--- src/rtl/interact_defaults_if.sv ---
// Host bridge bundle between the defaults sequencer and the bridge responder.
// Latency: none, plain wires grouped for port connection.
// Backpressure: host_busy from the host side stalls strobe issue in the sequencer.
// Signals:
//   bridge_addr/bridge_wr/bridge_wr_data/bridge_rd : sequencer -> responder
//   bridge_rd_data                                  : responder -> sequencer, valid 1 cycle after bridge_rd
//   host_busy                                       : host -> sequencer, host bridge access in progress
interface interact_defaults_if;
  logic [31:0] bridge_addr;
  logic        bridge_wr;
  logic [31:0] bridge_wr_data;
  logic        bridge_rd;
  logic [31:0] bridge_rd_data;
  logic        host_busy;

  modport master (
    output bridge_addr,
    output bridge_wr,
    output bridge_wr_data,
    output bridge_rd,
    input  bridge_rd_data,
    input  host_busy
  );

  modport slave (
    input  bridge_addr,
    input  bridge_wr,
    input  bridge_wr_data,
    input  bridge_rd,
    output bridge_rd_data,
    output host_busy
  );
endinterface

--- src/rtl/interact_defaults.sv ---
// Replays a fixed 5-entry table of power-up settings over the host bridge, optionally reads back and compares.
// Latency: first write strobe visible 2 edges after reset release (sampled high on the 3rd); GAP idle cycles between strobes.
// Backpressure: host_busy holds the FSM in WRITE/READ without strobing; start is ignored while busy.
// Ports:
//   clk_74a, reset_n        : clock, async active-low reset
//   start                   : replay request, level-sampled in IDLE/DONE
//   bridge (master modport) : addr / wr / wr_data / rd out, rd_data / host_busy in
//   busy, done, error       : status (done and error sticky until the next start)
//   err_index               : table index of the first readback mismatch
module interact_defaults #(
  parameter int unsigned GAP       = 4,
  parameter int unsigned VERIFY    = 1,
  parameter logic [31:0] DEF_DIP   = 32'h0,
  parameter logic [31:0] DEF_MOD   = 32'h0,
  parameter logic [31:0] DEF_FLT   = 32'h0,
  parameter logic [31:0] DEF_EXT   = 32'h0,
  parameter logic [15:0] DEF_NVRAM = 16'h0
) (
  input  logic                       clk_74a,
  input  logic                       reset_n,
  input  logic                       start,
  interact_defaults_if.master        bridge,
  output logic                       busy,
  output logic                       done,
  output logic                       error,
  output logic [2:0]                 err_index
);

  typedef enum logic [2:0] {
    IDLE  = 3'd0,
    WRITE = 3'd1,
    WGAP  = 3'd2,
    READ  = 3'd3,
    RWAIT = 3'd4,
    CHECK = 3'd5,
    DONE  = 3'd6
  } state_e;

  localparam logic [2:0] LAST_IDX = 3'd4;
  localparam logic [3:0] GAP_M1   = 4'(GAP - 1);

  // Entry i lives at 0xF{i+1}000000.
  function automatic logic [31:0] tbl_addr(input logic [2:0] i);
    tbl_addr = {4'hF, 1'b0, i + 3'd1, 24'h0};
  endfunction

  function automatic logic [31:0] tbl_data(input logic [2:0] i);
    case (i)
      3'd0:    tbl_data = DEF_DIP;
      3'd1:    tbl_data = DEF_MOD;
      3'd2:    tbl_data = DEF_FLT;
      3'd3:    tbl_data = DEF_EXT;
      3'd4:    tbl_data = {16'h0, DEF_NVRAM};
      default: tbl_data = 32'h0;
    endcase
  endfunction

  state_e      state_q, state_d;
  logic [2:0]  idx_q, idx_d;
  logic [3:0]  cnt_q, cnt_d;
  logic        pending_q, pending_d;
  // WGAP is shared by both passes; this selects where it exits to.
  logic        rd_phase_q, rd_phase_d;
  logic [31:0] rdata_q, rdata_d;

  logic [31:0] addr_q, addr_d;
  logic [31:0] wdata_q, wdata_d;
  logic        wr_q, wr_d;
  logic        rd_q, rd_d;
  logic        busy_q, busy_d;
  logic        done_q, done_d;
  logic        error_q, error_d;
  logic [2:0]  err_idx_q, err_idx_d;

  // State and output registers.
  always_ff @(posedge clk_74a or negedge reset_n) begin
    if (!reset_n) begin
      state_q    <= IDLE;
      idx_q      <= 3'd0;
      cnt_q      <= 4'd0;
      pending_q  <= 1'b1;
      rd_phase_q <= 1'b0;
      rdata_q    <= 32'h0;
      addr_q     <= 32'h0;
      wdata_q    <= 32'h0;
      wr_q       <= 1'b0;
      rd_q       <= 1'b0;
      busy_q     <= 1'b0;
      done_q     <= 1'b0;
      error_q    <= 1'b0;
      err_idx_q  <= 3'd0;
    end else begin
      state_q    <= state_d;
      idx_q      <= idx_d;
      cnt_q      <= cnt_d;
      pending_q  <= pending_d;
      rd_phase_q <= rd_phase_d;
      rdata_q    <= rdata_d;
      addr_q     <= addr_d;
      wdata_q    <= wdata_d;
      wr_q       <= wr_d;
      rd_q       <= rd_d;
      busy_q     <= busy_d;
      done_q     <= done_d;
      error_q    <= error_d;
      err_idx_q  <= err_idx_d;
    end
  end

  // Next-state logic.
  always_comb begin
    state_d    = state_q;
    idx_d      = idx_q;
    cnt_d      = cnt_q;
    pending_d  = pending_q;
    rd_phase_d = rd_phase_q;
    rdata_d    = rdata_q;
    case (state_q)
      IDLE: begin
        if (pending_q || start) begin
          state_d    = WRITE;
          idx_d      = 3'd0;
          pending_d  = 1'b0;
          rd_phase_d = 1'b0;
        end
      end
      WRITE: begin
        if (!bridge.host_busy) begin
          state_d = WGAP;
          cnt_d   = 4'd0;
        end
      end
      WGAP: begin
        if (cnt_q == GAP_M1) begin
          cnt_d = 4'd0;
          if (rd_phase_q) begin
            idx_d   = idx_q + 3'd1;
            state_d = READ;
          end else if (idx_q != LAST_IDX) begin
            idx_d   = idx_q + 3'd1;
            state_d = WRITE;
          end else if (VERIFY != 0) begin
            idx_d      = 3'd0;
            rd_phase_d = 1'b1;
            state_d    = READ;
          end else begin
            state_d = DONE;
          end
        end else begin
          cnt_d = cnt_q + 4'd1;
        end
      end
      READ: begin
        if (!bridge.host_busy) begin
          state_d = RWAIT;
          cnt_d   = 4'd0;
        end
      end
      RWAIT: begin
        // Read data is valid in the second RWAIT cycle; capture it so CHECK
        // does not depend on the responder holding its bus.
        if (cnt_q == 4'd1) begin
          cnt_d   = 4'd0;
          rdata_d = bridge.bridge_rd_data;
          state_d = CHECK;
        end else begin
          cnt_d = cnt_q + 4'd1;
        end
      end
      CHECK: begin
        if (idx_q != LAST_IDX) begin
          state_d = WGAP;
          cnt_d   = 4'd0;
        end else begin
          state_d = DONE;
        end
      end
      DONE: begin
        if (start) begin
          state_d    = WRITE;
          idx_d      = 3'd0;
          rd_phase_d = 1'b0;
        end
      end
      default: state_d = IDLE;
    endcase
  end

  // Output logic: next values of the registered outputs.
  always_comb begin
    addr_d    = addr_q;
    wdata_d   = wdata_q;
    wr_d      = 1'b0;
    rd_d      = 1'b0;
    error_d   = error_q;
    err_idx_d = err_idx_q;
    busy_d    = (state_d != IDLE) && (state_d != DONE);
    done_d    = (state_d == DONE);
    case (state_q)
      IDLE, DONE: begin
        if (start) begin
          error_d   = 1'b0;
          err_idx_d = 3'd0;
        end
      end
      WRITE: begin
        if (!bridge.host_busy) begin
          wr_d    = 1'b1;
          addr_d  = tbl_addr(idx_q);
          wdata_d = tbl_data(idx_q);
        end
      end
      READ: begin
        if (!bridge.host_busy) begin
          rd_d   = 1'b1;
          addr_d = tbl_addr(idx_q);
        end
      end
      CHECK: begin
        // Only the first mismatch is recorded; the pass always runs to the end.
        if ((rdata_q != tbl_data(idx_q)) && !error_q) begin
          error_d   = 1'b1;
          err_idx_d = idx_q;
        end
      end
      default: ;
    endcase
  end

  assign bridge.bridge_addr    = addr_q;
  assign bridge.bridge_wr_data = wdata_q;
  assign bridge.bridge_wr      = wr_q;
  assign bridge.bridge_rd      = rd_q;
  assign busy                  = busy_q;
  assign done                  = done_q;
  assign error                 = error_q;
  assign err_index             = err_idx_q;

endmodule
--- src/flat_wrapper.sv ---
// flat-port wrapper written by rule: the top's interface ports become plain ports
module interact_defaults_flat 
#(
  parameter int unsigned GAP       = 4,
  parameter int unsigned VERIFY    = 1,
  parameter logic [31:0] DEF_DIP   = 32'h0,
  parameter logic [31:0] DEF_MOD   = 32'h0,
  parameter logic [31:0] DEF_FLT   = 32'h0,
  parameter logic [31:0] DEF_EXT   = 32'h0,
  parameter logic [15:0] DEF_NVRAM = 16'h0
)
  (clk_74a, reset_n, start, busy, done, error, err_index, bridge_bridge_addr, bridge_bridge_wr, bridge_bridge_wr_data, bridge_bridge_rd, bridge_bridge_rd_data, bridge_host_busy);
  interact_defaults_if bridge_i ();
  input  logic clk_74a;
  input  logic reset_n;
  input  logic start;
  output logic busy;
  output logic done;
  output logic error;
  output logic [2:0] err_index;
  output wire logic [$bits(bridge_i.bridge_addr)-1:0] bridge_bridge_addr;
  output wire logic [$bits(bridge_i.bridge_wr)-1:0] bridge_bridge_wr;
  output wire logic [$bits(bridge_i.bridge_wr_data)-1:0] bridge_bridge_wr_data;
  output wire logic [$bits(bridge_i.bridge_rd)-1:0] bridge_bridge_rd;
  input wire logic [$bits(bridge_i.bridge_rd_data)-1:0] bridge_bridge_rd_data;
  input wire logic [$bits(bridge_i.host_busy)-1:0] bridge_host_busy;
  assign bridge_bridge_addr = bridge_i.bridge_addr;
  assign bridge_bridge_wr = bridge_i.bridge_wr;
  assign bridge_bridge_wr_data = bridge_i.bridge_wr_data;
  assign bridge_bridge_rd = bridge_i.bridge_rd;
  assign bridge_i.bridge_rd_data = bridge_bridge_rd_data;
  assign bridge_i.host_busy = bridge_host_busy;
  interact_defaults #(.GAP(GAP), .VERIFY(VERIFY), .DEF_DIP(DEF_DIP), .DEF_MOD(DEF_MOD), .DEF_FLT(DEF_FLT), .DEF_EXT(DEF_EXT), .DEF_NVRAM(DEF_NVRAM)) u_core (.clk_74a(clk_74a), .reset_n(reset_n), .start(start), .bridge(bridge_i), .busy(busy), .done(done), .error(error), .err_index(err_index));
endmodule
--- config.mk ---
export PLATFORM = sky130hd
export DESIGN_NAME = interact_defaults_flat
export DESIGN_NICKNAME = d
export VERILOG_FILES = /design/src/rtl/interact_defaults_if.sv /design/src/rtl/interact_defaults.sv /design/src/flat_wrapper.sv
export SDC_FILE = /design/constraint.sdc
export NUM_CORES = 1
export LEC_CHECK = 0
export ABC_AREA = 1
export ABC_CLOCK_PERIOD_IN_PS = 2600
export BUFFER_PORTS_ARGS = -buffer_cell sky130_fd_sc_hd__buf_4
export CORE_UTILIZATION = 40
export CTS_CLUSTER_SIZE = 20
export DETAILED_ROUTE_END_ITERATION = 10
export HOLD_SLACK_MARGIN = 0.05
export PLACE_DENSITY = 0.67
export SLEW_MARGIN = 20
export SYNTH_ARGS = -nofsm -noshare
export SYNTH_HDL_FRONTEND = slang
export SYNTH_SLANG_ARGS = --single-unit
export TNS_END_PERCENT = 50
--- constraint.sdc ---
create_clock -name clk_74a -period 2.6 [get_ports clk_74a]
set_input_delay 0.26 -clock clk_74a [delete_from_list [all_inputs] [get_ports clk_74a]]
set_output_delay 0.26 -clock clk_74a [all_outputs]
set_load 0.02 [all_outputs]
; ---- Yosys cells after proc, flatten, opt, wreduce, memory -nomap -nowiden
; Cells that the tools add are included.
; W data, S select, Z words.
[totals]
output_inout_bits = 72
inputBits = 36
elab_cells = 87
register_bits = 56
[classes]
add_sub_neg = 2
n_bitwise = 1
muxes = 35
eq_ne = 19
reduce_logical = 17
[op_table]
columns = operator, count
row1 = $mux W3, 14
row2 = $mux W32, 1
row3 = $ne A32 B32 Y1, 1
row4 = $pmux W3 S7, 1
row5 = $mux W4, 4
row6 = $pmux W4 S4, 1
row7 = $eq A3 B3 Y1 const B, 4
row8 = $mux W1, 9
row9 = $pmux W3 S3, 1
row10 = $ne A2 B1 Y1 const B, 4
row11 = $eq A3 B2 Y1 const B, 2
row12 = $ne A2 B2 Y1 const B, 3
row13 = $ne A3 B3 Y1 const B, 2
row14 = $pmux W3 S2, 1
row15 = $reduce_and A2 Y1, 3
row16 = $reduce_and A3 Y1, 2
row17 = $reduce_bool A3 Y1, 2
row18 = $add A4 B1 Y4 const B, 1
row19 = $eq A4 B1 Y1 const B, 1
row20 = $eq A4 B2 Y1 const B, 1
row21 = $reduce_and A4 Y1, 1
row22 = $reduce_bool A4 Y1, 1
row23 = $reduce_or A2 Y1, 2
row24 = $add A3 B1 Y3 const B, 1
row25 = other kinds (10), 11

; ---- Logic depth before layout (Yosys ltp)
[logic_depth]
word_depth = 7
ltp_mapped = 10
ltp_nobuf = 10

; ---- Worst setup path after synthesis
; Ideal clock, no wire load.
[synth_path]
path_type = reg-to-reg
from = register u_core.idx_q[0]
to = register u_core.busy_q (netlist: u_core.busy)
synth_period_minus_slack_ns = 1.411
required_time_ns = 2.469
path_stages_with_launch = 9
path_buffers = 0
t_arrival_ns = 1.280
setup_slack_ns = 1.189
setup_time_ns = 0.131
path_cell_list = dfrtp_1 inv_1 ha_1 nand2_1 inv_1 o21ai_0 o21ai_0 nor3_1 a21oi_1
[synth_between]
elab_chain_cells = 7
word_cells_on_any_way = 9
classes_between = 2 x eq/ne / 5 x mux / 2 x reduce/logical
[synth_rtl]
columns = element, line_no
row1 = start: declaration, interact_defaults.sv:59  ; logic [2:0] idx_q, idx_d;
row2 = start signal: assignment, interact_defaults.sv:94  ; idx_q <= idx_d;
row3 = $ne A3 B3 Y1 (*), "interact_defaults.sv:139, interact_defaults.sv:171"
row4 = $mux W2, interact_defaults.sv:139  ; end else if (idx_q != LAST_IDX) begin
row5 = $mux W3, interact_defaults.sv:136  ; if (rd_phase_q) begin
row6 = $mux W3, interact_defaults.sv:134  ; if (cnt_q == GAP_M1) begin
row7 = $pmux W3 S7 (*), interact_defaults.sv:118  ; case (state_q)
row8 = $ne A3 B3 Y1 / $reduce_bool A3 Y1 (equally long branches), interact_defaults.sv:197  ; busy_d = (state_d != IDLE) && (state_d != DONE);
row9 = $logic_and A1 B1 Y1 (*), interact_defaults.sv:197
row10 = net u_core.busy_d, interact_defaults.sv:70  ; logic busy_q, busy_d;
row11 = end signal: assignment, interact_defaults.sv:103  ; busy_q <= busy_d;
row12 = end: declaration, interact_defaults.sv:70
; The timed path passes the listed nets; every way through them passes the cells marked *.
; A chain may end at the register's enable or synchronous reset.

; ---- Worst setup path after layout
[layout_path]
from = register u_core.state_q[1]
to = register u_core.busy_q (netlist: u_core.busy)
[layout_between]
elab_chain_cells = 4
word_cells_on_any_way = 17
classes_between = 7 x eq/ne / 7 x mux / 3 x reduce/logical
[layout_rtl]
columns = element, line_no
row1 = start: declaration, interact_defaults.sv:58  ; state_e state_q, state_d;
row2 = start signal: assignment, interact_defaults.sv:93  ; state_q <= state_d;
row3 = $eq A3 B3 Y1 (tied with other cells), interact_defaults.sv:118
row4 = $pmux W3 S7 (*), interact_defaults.sv:118
row5 = net u_core.state_d[0], interact_defaults.sv:58
row6 = $ne A3 B3 Y1 / $reduce_bool A3 Y1 (equally long branches), interact_defaults.sv:197
row7 = $logic_and A1 B1 Y1 (*), interact_defaults.sv:197
row8 = net u_core.busy_d, interact_defaults.sv:70
; Marked as above.

==> impl_metrics.xml <==
<?xml version="1.0" encoding="UTF-8"?>
<metrics>
  <group name="status">
    <metric name="outcome" unit="">complete, no violations</metric>
  </group>
  <group name="timing">
    <metric name="timing.final.setup_violations" unit="">0</metric>
    <metric name="final-max-slew-violation-count" unit="">0</metric>
    <metric name="actual_transition_at_the_worst_max_transition_pin" unit="ns">0.685</metric>
    <metric name="setup_tns_final" unit="ns">0</metric>
    <metric name="post-route-period-util" unit="">0.696</metric>
    <metric name="highest_clock_frequency_the_design_can_meet" unit="MHz">552</metric>
    <metric name="layout_min_cycle_time" unit="ns">1.81</metric>
    <metric name="max-slew-margin-rel" unit="">0.543</metric>
    <metric name="finalHoldViolations" unit="">0</metric>
    <metric name="holdWs" unit="ns">0.153</metric>
    <metric name="fin_ws" unit="ns">0.789</metric>
    <metric name="rsz0062_at_grt" unit="">no</metric>
    <metric name="timing.clock.skew" unit="ns">0.00754</metric>
  </group>
  <group name="setup_path">
    <metric name="timing.critical_path.fanout_max" unit="">33</metric>
    <metric name="signal_arrival_time_at_the_worst_endpoint" unit="ns">1.98</metric>
    <metric name="timing.critical_path.from_type" unit="">flip-flop</metric>
    <metric name="critical_path_required" unit="ns">2.77</metric>
    <metric name="crit-reg2reg-launch" unit="">u_core.state_q[1]$_DFF_PN0_</metric>
    <metric name="worst_r2r_path_depth" unit="">7</metric>
    <metric name="cp_top_family" unit="">simple AND/OR/NAND/NOR gates</metric>
    <metric name="r2r-end" unit="">u_core.busy$_DFF_PN0_</metric>
    <metric name="path_buf_inv" unit="">2</metric>
    <metric name="cp-startpoint" unit="">u_core.state_q[1]$_DFF_PN0_</metric>
    <metric name="reg2reg_slack" unit="ns">0.79</metric>
    <metric name="endpoint_kind" unit="">flip-flop</metric>
    <metric name="worst-setup-path-type" unit="">reg -&gt; reg</metric>
    <metric name="cp_cell_sequence" unit="">inv_1 &gt; nand3_1 &gt; nor2_4 &gt; inv_2 &gt; nand4_1 &gt; nor2_1 &gt; a21oi_1</metric>
    <metric name="worst_path_max_stage_delay" unit="ns">0.46</metric>
    <metric name="worst_path_max_delay_cell" unit="">sky130_fd_sc_hd__dfrtp_1</metric>
  </group>
  <group name="drt">
    <metric name="routed_wire_length_per_instance" unit="microns">9.87</metric>
    <metric name="drt-pass1-iter-count" unit="">4</metric>
    <metric name="routed_antenna_nets" unit="">0</metric>
    <metric name="detail_route.vias_per_cell" unit="">4.17</metric>
    <metric name="vias" unit="">2116</metric>
    <metric name="drc_violation_count_after_routing" unit="">0</metric>
    <metric name="drt-total-wl" unit="mm">5.02</metric>
    <metric name="drt_first_iter_violations" unit="">84</metric>
  </group>
  <group name="clock_tree">
    <metric name="clockBufferDepth" unit="">2</metric>
    <metric name="post_cts_resize_count" unit="">0</metric>
    <metric name="cts.hold.buffers_added" unit="">1</metric>
    <metric name="tritoncts_clock_tree" unit="">built</metric>
    <metric name="cts.sinks" unit="">56</metric>
    <metric name="clkLatencyLatePin" unit="ns">0.30</metric>
    <metric name="numCtsBuffers" unit="">5</metric>
    <metric name="cts_root_buffer" unit="">sky130_fd_sc_hd__clkbuf_8</metric>
    <metric name="h-tree-depth" unit="">2</metric>
    <metric name="path_clk_slew" unit="ns">0.09</metric>
    <metric name="cts.repair_timing.setup_buffer_count" unit="">0</metric>
  </group>
  <group name="pwr">
    <metric name="power.clock.fraction" unit="">0.171</metric>
    <metric name="seqPwrFrac" unit="">0.466</metric>
    <metric name="power.switching" unit="mW">1.18</metric>
    <metric name="cellLeakagePower" unit="nW">1.76</metric>
    <metric name="power_dens_cells" unit="mW/mm^2">932</metric>
    <metric name="netSwitchingFraction" unit="">0.384</metric>
    <metric name="internal-power" unit="mW">1.89</metric>
    <metric name="largest_voltage_drop_on_the_vdd_net" unit="uV">447</metric>
    <metric name="share_comb_of_total_power" unit="">0.363</metric>
  </group>
  <group name="grt">
    <metric name="maximum_number_of_pins_on_one_net_before_global_route_repair" unit="">57</metric>
    <metric name="grt_pass1_vias" unit="">1870</metric>
    <metric name="grt_first_pass_wirelength" unit="mm">8.26</metric>
    <metric name="grt_util_all_layers" unit="">0.137</metric>
    <metric name="globalRouteOverflowTotal" unit="">0</metric>
    <metric name="grt_antenna_before_repair" unit="">0</metric>
  </group>
  <group name="place">
    <metric name="place_congestion" unit="">0.857</metric>
    <metric name="buffer_ports.inserted" unit="">50</metric>
    <metric name="dpl.cell_count" unit="">501</metric>
    <metric name="post-place-ws" unit="ns">0.812</metric>
    <metric name="post-dp-hpwl" unit="mm">3.72</metric>
  </group>
  <group name="final_layout">
    <metric name="final_cell_utilization_of_the_core" unit="">0.474</metric>
    <metric name="syn2layout_area_growth" unit="%">11.6</metric>
    <metric name="antennaDiodeCount" unit="">0</metric>
    <metric name="post_route_cells_drive_above_1_share" unit="">0.167</metric>
    <metric name="final_nets" unit="">453</metric>
    <metric name="final-instance-count-excl-fill" unit="">508</metric>
  </group>
  <group name="synthesis">
    <metric name="yosysWarnings" unit="">0</metric>
    <metric name="number_of_instances_in_the_synthesized_netlist" unit="">364</metric>
    <metric name="synth.area.top_cells" unit="">sky130_fd_sc_hd__dfrtp_1, sky130_fd_sc_hd__nand2_1, sky130_fd_sc_hd__buf_4</metric>
    <metric name="postSynthRegisterBits" unit="">56</metric>
    <metric name="syn_area" unit="sq mm">0.00295</metric>
    <metric name="average_cell_area_after_synthesis" unit="sq um">8.10</metric>
    <metric name="top_cells_by_count_synth" unit="">sky130_fd_sc_hd__nand2_1, sky130_fd_sc_hd__buf_4, sky130_fd_sc_hd__dfrtp_1</metric>
    <metric name="synth_enable_flop_cells" unit="">0</metric>
    <metric name="netlist-cell-type-count" unit="">31</metric>
    <metric name="post-synth-top-area-fraction" unit="">0.467</metric>
    <metric name="synth.most_common_cell" unit="">sky130_fd_sc_hd__nand2_1</metric>
    <metric name="post_synthesis_cell_type_with_the_largest_combined_area" unit="">sky130_fd_sc_hd__dfrtp_1</metric>
    <metric name="postSynth.topFlopCell" unit="">sky130_fd_sc_hd__dfrtp_1</metric>
    <metric name="synth.yosys.seq_area_share" unit="">0.476</metric>
    <metric name="synth-async-reset-ratio" unit="">1.00</metric>
  </group>
  <group name="worst_hold_path">
    <metric name="whs_endpoint" unit="">u_core.rdata_q[10]$_DFFE_PN0P_</metric>
    <metric name="worst_hold_path_type" unit="">in -&gt; reg</metric>
    <metric name="hold_path.startpoint" unit="">bridge_bridge_rd_data[10]</metric>
    <metric name="min_path_cells" unit="">3</metric>
  </group>
  <group name="die">
    <metric name="floorplan.die_area" unit="sq mm">0.00772</metric>
    <metric name="io-pin-count" unit="">108</metric>
    <metric name="die-width" unit="microns">87.9</metric>
    <metric name="fp.coreArea" unit="sq mm">0.00694</metric>
    <metric name="floorplan.initialDensity" unit="">0.425</metric>
    <metric name="die_h" unit="microns">87.9</metric>
    <metric name="fp_rows" unit="">30</metric>
  </group>
  <group name="run">
    <metric name="drv.max_cap_violation_count" unit="">0</metric>
  </group>
</metrics>
==> layer usage <==
layer	vias up	global-route usage	share of wire
li1	1086	-	-
met1	951	0.188	0.50
met2	77	0.220	0.45
met3	2	0.0320	0.047
met4	0	0.0313	0.0026
met5	-	0	0
==> cell usage in the layout (no fill, tap or decap), drive strengths merged <==
master,count
nand3,8
dlygate4sd3,1
nand4,1
o21ai,15
conb,57
nor3,3
o22ai,1
xnor2,2
bufinv,1
nand2,138
mux2,1
o31ai,1
a21oi,3
buf,51
mux2i,1
dfstp,1
clkbuf,5
dfrtp,55
xor2,1
inv,25
nand3b,2
ha,4
o211ai,1
nor2,34
==> stage by stage <==
step / cell area [sq um] / total power, mW
floorplan: 3160 / 2.29
global placement: 3180 / 2.52
detailed placement: 3180 / 2.56
CTS: 3290 / 3.10
global route: 3290 / 3.32
finish: 3290 / 3.07
==> layout make-up <==
type / count / area [sq um]
inverters: 25 / 93.8
repair buffers: 52 / 393
fillers: 691 / 3650
clock inverters: 1 / 30.0
well taps: 96 / 120
flip-flops and latches: 56 / 1400
clock buffers: 5 / 68.8
multi-input cells: 273 / 1180
==> worst min-delay path, delay by kind of cell <==
family / cells / cell delay (ns)
AND/OR/NAND/NOR: 2 / 0.09
buffers and inverters: 1 / 0.07
==> cell families (layout without fill, tap and decap cells) <==
group	count (synthesis)	count (layout)	share of synthesized area
adders and majority gates	4	4	0.0170
DFF	56	56	0.476
AOI/OAI and AO/OA	21	21	0.0378
xor gates and xnor gates	3	3	0.00891
and+or+nand+nor	186	186	0.258
muxes	2	2	0.00721
other	1	57	0.00127
buffers and inverters	91	83	0.195
==> state kept, by name, indices dropped and copies added, names as in the netlist <==
signal and count:
u_core.rdata_q 32, u_core.err_index 3, u_core.pending_q 1, u_core.idx_q 3
u_core.busy 1, u_core.rd_phase_q 1, u_core.done 1, u_core.error 1
u_core.state_q 3, u_core.bridge.bridge_rd 1, u_core.bridge.bridge_addr 4, u_core.cnt_q 4
u_core.bridge.bridge_wr 1
==> power by group through the flow <==
| stage | logic, mW | registers (mW) | clock network [mW] |
|---|---|---|---|
| 2_1_floorplan | 0.833 | 1.46 | 0 |
| 5_1_grt | 1.27 | 1.48 | 0.573 |
| 4_1_cts | 1.12 | 1.43 | 0.545 |
| 3_3_place_gp | 1.09 | 1.43 | 0 |
| 3_5_place_dp | 1.12 | 1.44 | 0 |
| 6_report | 1.11 | 1.43 | 0.526 |
==> how the worst max path moves through the flow <==
stage | endpoint | slack, ns | cells past startpoint
2_1_floorplan | u_core.busy$_DFF_PN0_ | 1.19 | 8
4_1_cts | u_core.busy$_DFF_PN0_ | 0.80 | 7
3_3_place_gp | u_core.busy$_DFF_PN0_ | 0.91 | 7
6_report | u_core.busy$_DFF_PN0_ | 0.79 | 7
3_5_place_dp | u_core.busy$_DFF_PN0_ | 0.81 | 7
5_1_grt | u_core.busy$_DFF_PN0_ | 0.64 | 7
Power figures use the tool's default switching activity.
